### src/rtl/mem_bus_arbiter_if.sv
// ============================================================================
// mem_bus_arbiter_if : pipeline fetch/data ports and SRAM-like bus bundle
// Rev 1.0 - initial release
// ============================================================================
`default_nettype none

interface mem_bus_arbiter_if #(
    parameter int ADDR_W = 32,
    parameter int DATA_W = 32
);
    logic              inst_req;
    logic [ADDR_W-1:0] inst_addr;
    logic [DATA_W-1:0] inst_rdata;
    logic              inst_ok;

    logic              data_req;
    logic              data_wr;
    logic [1:0]        data_size;
    logic [ADDR_W-1:0] data_addr;
    logic [DATA_W-1:0] data_wdata;
    logic [DATA_W-1:0] data_rdata;
    logic              data_ok;

    logic              flush;

    logic              bus_req;
    logic              bus_wr;
    logic [1:0]        bus_size;
    logic [ADDR_W-1:0] bus_addr;
    logic [DATA_W-1:0] bus_wdata;
    logic              bus_addr_ok;
    logic              bus_data_ok;
    logic [DATA_W-1:0] bus_rdata;

    logic              instructionStall;
    logic              dataStall;

    // Arbiter side: owns the bus, answers the pipeline
    modport master (
        input  inst_req, inst_addr, data_req, data_wr, data_size, data_addr,
               data_wdata, flush, bus_addr_ok, bus_data_ok, bus_rdata,
        output inst_rdata, inst_ok, data_rdata, data_ok, bus_req, bus_wr,
               bus_size, bus_addr, bus_wdata, instructionStall, dataStall
    );

    // Environment side: pipeline requesters plus bus responder
    modport slave (
        output inst_req, inst_addr, data_req, data_wr, data_size, data_addr,
               data_wdata, flush, bus_addr_ok, bus_data_ok, bus_rdata,
        input  inst_rdata, inst_ok, data_rdata, data_ok, bus_req, bus_wr,
               bus_size, bus_addr, bus_wdata, instructionStall, dataStall
    );
endinterface

`default_nettype wire

### src/rtl/mem_bus_arbiter.sv
// ============================================================================
// mem_bus_arbiter : round-robin fetch/data arbiter for a single-outstanding bus
// Rev 1.0 - initial release
// ============================================================================
`default_nettype none

module mem_bus_arbiter #(
    parameter int ADDR_W = 32,
    parameter int DATA_W = 32
) (
    input  logic                 clk,
    input  logic                 resetn,
    mem_bus_arbiter_if.master    arb
);

    typedef enum logic [2:0] {
        S_IDLE  = 3'd0,
        S_IADDR = 3'd1,
        S_IWAIT = 3'd2,
        S_DADDR = 3'd3,
        S_DWAIT = 3'd4
    } state_t;

    state_t            r_state;
    state_t            w_nextState;
    logic              r_lastGrant;
    logic              r_discard;
    logic              w_nextDiscard;
    logic              r_busWr;
    logic [1:0]        r_busSize;
    logic [ADDR_W-1:0] r_busAddr;
    logic [DATA_W-1:0] r_busWdata;

    logic              w_instEligible;
    logic              w_grantInst;
    logic              w_grantData;
    logic              w_busReq;
    logic              w_instOk;
    logic              w_dataOk;

    // A flush in the grant cycle means the pending fetch is already wrong-path
    assign w_instEligible = arb.inst_req & ~arb.flush;

    always_ff @(posedge clk or negedge resetn) begin
        if (!resetn) begin
            r_state     <= S_IDLE;
            r_lastGrant <= 1'b0;
            r_discard   <= 1'b0;
            r_busWr     <= 1'b0;
            r_busSize   <= 2'd0;
            r_busAddr   <= '0;
            r_busWdata  <= '0;
        end else begin
            r_state   <= w_nextState;
            r_discard <= w_nextDiscard;
            if (w_grantData) begin
                r_lastGrant <= 1'b1;
                r_busWr     <= arb.data_wr;
                r_busSize   <= arb.data_size;
                r_busAddr   <= arb.data_addr;
                r_busWdata  <= arb.data_wdata;
            end else if (w_grantInst) begin
                r_lastGrant <= 1'b0;
                r_busWr     <= 1'b0;
                r_busSize   <= 2'd2;
                r_busAddr   <= arb.inst_addr;
                r_busWdata  <= '0;
            end
        end
    end

    always_comb begin
        w_nextState   = r_state;
        w_nextDiscard = r_discard;
        w_grantInst   = 1'b0;
        w_grantData   = 1'b0;
        w_busReq      = 1'b0;
        w_instOk      = 1'b0;
        w_dataOk      = 1'b0;
        case (r_state)
            S_IDLE: begin
                // Data wins unless fetch is also eligible and data went last
                if (arb.data_req && (!w_instEligible || !r_lastGrant)) begin
                    w_grantData = 1'b1;
                    w_nextState = S_DADDR;
                end else if (w_instEligible) begin
                    w_grantInst = 1'b1;
                    w_nextState = S_IADDR;
                end
            end
            S_IADDR: begin
                w_busReq = 1'b1;
                if (arb.bus_addr_ok) begin
                    w_nextState   = S_IWAIT;
                    w_nextDiscard = arb.flush;
                end else if (arb.flush) begin
                    w_nextState = S_IDLE;
                end
            end
            S_IWAIT: begin
                if (arb.bus_data_ok) begin
                    w_instOk      = ~r_discard & ~arb.flush;
                    w_nextState   = S_IDLE;
                    w_nextDiscard = 1'b0;
                end else if (arb.flush) begin
                    w_nextDiscard = 1'b1;
                end
            end
            S_DADDR: begin
                w_busReq = 1'b1;
                if (arb.bus_addr_ok) begin
                    w_nextState = S_DWAIT;
                end
            end
            S_DWAIT: begin
                if (arb.bus_data_ok) begin
                    w_dataOk    = 1'b1;
                    w_nextState = S_IDLE;
                end
            end
            default: begin
                w_nextState = S_IDLE;
            end
        endcase
    end

    assign arb.bus_req   = w_busReq;
    assign arb.bus_wr    = r_busWr;
    assign arb.bus_size  = r_busSize;
    assign arb.bus_addr  = r_busAddr;
    assign arb.bus_wdata = r_busWdata;

    assign arb.inst_ok    = w_instOk;
    assign arb.data_ok    = w_dataOk;
    assign arb.inst_rdata = w_instOk ? arb.bus_rdata : '0;
    assign arb.data_rdata = w_dataOk ? arb.bus_rdata : '0;

    // Stalls drop the instant reset asserts so the hazard unit never sees stale holds
    assign arb.instructionStall = resetn & arb.inst_req & ~w_instOk;
    assign arb.dataStall        = resetn & arb.data_req & ~w_dataOk;

endmodule

`default_nettype wire

### src/flat_wrapper.sv
// flat-port wrapper written by rule: the top's interface ports become plain ports
module mem_bus_arbiter_flat 
#(
    parameter int ADDR_W = 32,
    parameter int DATA_W = 32
)
  (clk, resetn, arb_inst_req, arb_inst_addr, arb_data_req, arb_data_wr, arb_data_size, arb_data_addr, arb_data_wdata, arb_flush, arb_bus_addr_ok, arb_bus_data_ok, arb_bus_rdata, arb_inst_rdata, arb_inst_ok, arb_data_rdata, arb_data_ok, arb_bus_req, arb_bus_wr, arb_bus_size, arb_bus_addr, arb_bus_wdata, arb_instructionStall, arb_dataStall);
  mem_bus_arbiter_if #(.ADDR_W(ADDR_W), .DATA_W(DATA_W)) arb_i ();
  input  logic clk;
  input  logic resetn;
  input wire logic [$bits(arb_i.inst_req)-1:0] arb_inst_req;
  input wire logic [$bits(arb_i.inst_addr)-1:0] arb_inst_addr;
  input wire logic [$bits(arb_i.data_req)-1:0] arb_data_req;
  input wire logic [$bits(arb_i.data_wr)-1:0] arb_data_wr;
  input wire logic [$bits(arb_i.data_size)-1:0] arb_data_size;
  input wire logic [$bits(arb_i.data_addr)-1:0] arb_data_addr;
  input wire logic [$bits(arb_i.data_wdata)-1:0] arb_data_wdata;
  input wire logic [$bits(arb_i.flush)-1:0] arb_flush;
  input wire logic [$bits(arb_i.bus_addr_ok)-1:0] arb_bus_addr_ok;
  input wire logic [$bits(arb_i.bus_data_ok)-1:0] arb_bus_data_ok;
  input wire logic [$bits(arb_i.bus_rdata)-1:0] arb_bus_rdata;
  output wire logic [$bits(arb_i.inst_rdata)-1:0] arb_inst_rdata;
  output wire logic [$bits(arb_i.inst_ok)-1:0] arb_inst_ok;
  output wire logic [$bits(arb_i.data_rdata)-1:0] arb_data_rdata;
  output wire logic [$bits(arb_i.data_ok)-1:0] arb_data_ok;
  output wire logic [$bits(arb_i.bus_req)-1:0] arb_bus_req;
  output wire logic [$bits(arb_i.bus_wr)-1:0] arb_bus_wr;
  output wire logic [$bits(arb_i.bus_size)-1:0] arb_bus_size;
  output wire logic [$bits(arb_i.bus_addr)-1:0] arb_bus_addr;
  output wire logic [$bits(arb_i.bus_wdata)-1:0] arb_bus_wdata;
  output wire logic [$bits(arb_i.instructionStall)-1:0] arb_instructionStall;
  output wire logic [$bits(arb_i.dataStall)-1:0] arb_dataStall;
  assign arb_i.inst_req = arb_inst_req;
  assign arb_i.inst_addr = arb_inst_addr;
  assign arb_i.data_req = arb_data_req;
  assign arb_i.data_wr = arb_data_wr;
  assign arb_i.data_size = arb_data_size;
  assign arb_i.data_addr = arb_data_addr;
  assign arb_i.data_wdata = arb_data_wdata;
  assign arb_i.flush = arb_flush;
  assign arb_i.bus_addr_ok = arb_bus_addr_ok;
  assign arb_i.bus_data_ok = arb_bus_data_ok;
  assign arb_i.bus_rdata = arb_bus_rdata;
  assign arb_inst_rdata = arb_i.inst_rdata;
  assign arb_inst_ok = arb_i.inst_ok;
  assign arb_data_rdata = arb_i.data_rdata;
  assign arb_data_ok = arb_i.data_ok;
  assign arb_bus_req = arb_i.bus_req;
  assign arb_bus_wr = arb_i.bus_wr;
  assign arb_bus_size = arb_i.bus_size;
  assign arb_bus_addr = arb_i.bus_addr;
  assign arb_bus_wdata = arb_i.bus_wdata;
  assign arb_instructionStall = arb_i.instructionStall;
  assign arb_dataStall = arb_i.dataStall;
  mem_bus_arbiter #(.ADDR_W(ADDR_W), .DATA_W(DATA_W)) u_core (.clk(clk), .resetn(resetn), .arb(arb_i));
endmodule
### config.mk
export PLATFORM = sky130hd
export DESIGN_NAME = mem_bus_arbiter_flat
export DESIGN_NICKNAME = d
export VERILOG_FILES = /design/src/rtl/mem_bus_arbiter_if.sv /design/src/rtl/mem_bus_arbiter.sv /design/src/flat_wrapper.sv
export SDC_FILE = /design/constraint.sdc
export NUM_CORES = 1
export LEC_CHECK = 0
export BUFFER_PORTS_ARGS = -buffer_cell sky130_fd_sc_hd__buf_2
export CORE_ASPECT_RATIO = 1.2
export CORE_MARGIN = 2
export CORE_UTILIZATION = 25
export DETAILED_ROUTE_END_ITERATION = 12
export PLACE_DENSITY = 0.52
export SLEW_MARGIN = 40
export SYNTH_ARGS = -nofsm -noshare
export SYNTH_HDL_FRONTEND = slang
export SYNTH_SLANG_ARGS = --single-unit
### constraint.sdc
create_clock -name clk -period 3 [get_ports clk]
set_input_delay 0.6 -clock clk [delete_from_list [all_inputs] [get_ports clk]]
set_output_delay 0.6 -clock clk [all_outputs]
set_load 0.01 [all_outputs]
# Yosys cells after proc, flatten, opt, wreduce, memory -nomap -nowiden
# Cells that the tools add are included.
# op_classes
eq_ne,10
muxes,32
n_bitwise,10
reduce_logical,11
# ops
cell,n
32-bit two-way mux,6
3-bit two-way mux,6
1-bit two-way mux,16
3-bit case mux with 4 select lines,1
1-bit AND,6
"3-bit by 2-bit equality test with 1-bit output, second input constant",2
"3-bit != test, second input constant",2
2-bit two-way mux,2
"2-bit != test, second input constant",2
1-bit inverter,4
4-bit AND reduction,1
2-bit nonzero test,2
2-bit OR reduction,2
"3-bit by 1-bit equality test with 1-bit output, second input constant",1
"3-bit equality test, second input constant",1
3-bit logical NOT,1
"3-bit by 1-bit != test with 1-bit output, second input constant",1
3-bit AND reduction,1
1-bit logical NOT,2
"2-bit by 1-bit != test with 1-bit output, second input constant",1
1-bit case mux with 2 select lines,1
1-bit logical AND,1
1-bit logical OR,1
# totals
regBits,72
input_bits,138

# Longest topological paths before layout
# depth
depth_word,9
ltp_mapped,7

# Worst setup path after synthesis
# Ideal clock, no wire load.
# synth_timing
path_type,register -> output
start,register u_core.r_state[0]
end,output arb_inst_rdata[0]
arrival_time_ns,1.580
t_required_ns,2.400
slack_ns,0.820
path_stages_with_launch,6
path_buffers,2
path_cell_list,dfrtp_1 -> clkbuf_1 -> nand4bb_1 -> nor3_1 -> clkbuf_1 -> and2_1
# synth_via
elab_chain_cells,3
# synth_rtl
item,line,text
start: declaration,mem_bus_arbiter.sv:24,state_t r_state;
start signal: assignment,mem_bus_arbiter.sv:54,r_state <= w_nextState;
3-bit by 2-bit equality test with 1-bit output,mem_bus_arbiter.sv:80,case (r_state)
1-bit two-way mux,mem_bus_arbiter.sv:80,
named net arb_inst_ok,flat_wrapper.sv:23,output wire logic [$bits(arb_i.inst_ok)-1:0] arb_inst_ok;
32-bit two-way mux,mem_bus_arbiter.sv:135,assign arb.inst_rdata = w_instOk ? arb.bus_rdata : '0;
end: declaration,flat_wrapper.sv:22,output wire logic [$bits(arb_i.inst_rdata)-1:0] arb_inst_rdata;
# The timed path passes the listed nets, and every way through them passes these cells.

# Worst setup path in the final report
# layout_timing
start,register u_core.r_state[0]
end,output arb_inst_rdata[26]
# layout_via
elab_chain_cells,3
# layout_rtl
item,line
3-bit by 2-bit equality test with 1-bit output,mem_bus_arbiter.sv:80
1-bit two-way mux,mem_bus_arbiter.sv:80
32-bit two-way mux,mem_bus_arbiter.sv:135
# Every way passes these cells.

==> reports/metrics.yaml <==
die_width_um: 118
layout.nets: 801
synthMostInstantiatedCell: "and2_1"
synth-xor-area-share_pct: 0
critPathKind: "register to output port"
pin_count: 274
status: "completed"
initial_utilization_pct: 25.3
yosys_most_used_dff: "dfrtp_1"
synthToLayoutAreaGrowth_pct: 48.3
irDropWorstVdd_mv: 0.345
cts_sinks: 72
fin_util_pct: 37.6
n_antenna_cell: 0
syn_area_um2: 3930
synth_top_family_by_area: "compound AO/OA/AOI/OAI gates"
finalSetupViolCount: 0
post_cts_resized: 0
die-height_um: 141
synth_edf_count: 0
grt_max_degree: 51
synth-async-reset-ratio_pct: 100
avgSynthCellArea_um2: 9.63
period_share_pct: 88.8
cp_max_fo: 26
vias_per_cell: 4.68
synth_compound_area_share_pct: 26.8
first_pass_iters: 4
worstSetupStartpointType: "register"
total_power_uw: 4920
crit_path_end_kind: "output port"
syn-num-nets: 546
yosys_register_bits: 72
ant_nets: 0
drt_first_iter_violations: 198
maxCapViolations: 0
min_period_ns: 2.66
muxShareOfSynthArea_pct: 0.287
cts_tree: "yes"
hold_viol: 0
synth_top_area_share_pct: 45.8
seq_area_frac_synth_pct: 45.8
place_ws_ns: 0.581
yosys.area_share.simple_pct: 18.6
port_buffers: 273
grt_setup_unrepaired: "no"
root_buffer: "clkbuf_16"
timing.hold.ws_ns: 0.367
setup_slack_ns: 0.335
slew_viol_final: 0
synthAdderAreaFrac_pct: 0
relSlewSlack_pct: 62.9
grt_pass1_wl_um: 21400
core_area_um2: 15500
worstMarginPinSlew_ns: 0.556
synthTopCellsByCount: "and2_1 (96), dfrtp_1 (72), inv_1 (36), o21ai_0 (35), a22o_1 (34)"
htree_levels: 3
totalNegativeSetupSlack_ns: 0
r2r_cells: 4
fin_skew_ns: 0.00428
cp_data_required_time_ns: 2.40
min_path_type: "primary input to async pin"
antenna_found_initial: 0
ys_warn_count: 0
totalWireLength_um: 13800
row_count: 50
powerDensity_nw_per_um2: 844
max_freq_mhz: 375
dp_hpwl_um: 10300
yosysTopAreaCell: "dfrtp_1"
numCtsBuffers: 9
drc: 0
dieArea_um2: 16700
holdBufCountCts: 0
post-cts-setup-buffers: 0
grt_overflow: 0
arrival_ns: 2.06
via_count: 4104
clk_pin_slew_ns: 0.06
routedWlPerCell_um: 15.7
synthTopCellsByArea: "dfrtp_1 (46%), and2_1 (15%), a22o_1 (7.6%)"
clk_latency_ns: 0.33
leakage_uw: 0.00317
grt_pass1_vias: 4185
gp_congestion: 0.781
syn_inst: 408
synthDistinctLibCells: 28
grt_usage_pct: 16.0
drive_above_1_share_pct: 46.4
cts.path.max_buffers: 2
metal layers:
layer / share of wire (%) / vias to the layer above / global-route usage, %
met5: 0 / - / 0
li1: - / 1963 / -
met1: 42 / 1938 / 19.0
met2: 50 / 192 / 29.0
met3: 6.8 / 11 / 3.86
met4: 1.0 / 0 / 4.39
flip-flops by register name, indices dropped and copies added (netlist names):
register,count
u_core.arb.bus_addr,32
u_core.arb.bus_size,2
u_core.r_discard,1
u_core.r_state,3
u_core.arb.bus_wdata,32
u_core.r_lastGrant,1
u_core.arb.bus_wr,1
worst max-delay path, cell delays in order, from the launching register on:
cell and delay (ns):
dfrtp_1 0.50, nand4bb_1 0.27, nor3_2 0.37, buf_4 0.30
and2_1 0.15, buf_2 0.13
power breakdown:
part | switching, uW | leakage [uW] | internal [uW] | total [uW]
clock | 426 | 0.000149 | 733 | 1160
combinational | 1140 | 0.00217 | 939 | 2080
sequential | 267 | 0.000860 | 1420 | 1680
total | 1830 | 0.00317 | 3090 | 4920
kinds of logic (layout without fill, tap and decap cells):
logic type,count (synthesis),count (layout)
AO/OA/AOI/OAI,141,141
AND/OR/NAND/NOR,114,114
flip-flops,72,72
multiplexers,1,1
buffers and inverters,80,340
worst paths after layout:
kind                                    startpoint                  endpoint  slack (ns)
min in group clk                arb_data_wdata[22]  u_core.arb.bus_wdata[22]        0.49
max in group asynchronous                   resetn   u_core.arb.bus_wdata[9]        1.77
max                              u_core.r_state[0]        arb_inst_rdata[26]        0.34
min reg2reg                u_core.arb.bus_wdata[3]   u_core.arb.bus_wdata[3]        0.49
max reg2reg                      u_core.r_state[1]  u_core.arb.bus_wdata[13]        0.77
min                                         resetn   u_core.arb.bus_addr[22]        0.37
cell type report:
class	count	area, um^2
timing repair buffer	288	1490
multi-input combinational	256	1820
clock buffer	10	229
tap	208	260
fill	1635	9690
sequential	72	1800
inverter	36	135
clock inverter	6	92.6
cell usage in the layout (no fill, tap or decap), drive strengths merged, types with 3 or more instances in the layout:
cell type	synthesis	routed
buf	11	288
and2	96	96
dfrtp	72	72
inv	36	37
o21ai	35	35
a22o	34	34
a221oi	33	33
a22oi	33	33
clkbuf	33	10
nand3b	3	3
metrics by stage:
step / std cells / area [um^2]
after global placement: 860 / 5510
final: 876 / 5830
after floorplan: 408 / 3930
after global routing: 876 / 5830
after CTS: 876 / 5830
after detailed placement: 860 / 5510
(Power assumes the default switching activity.)
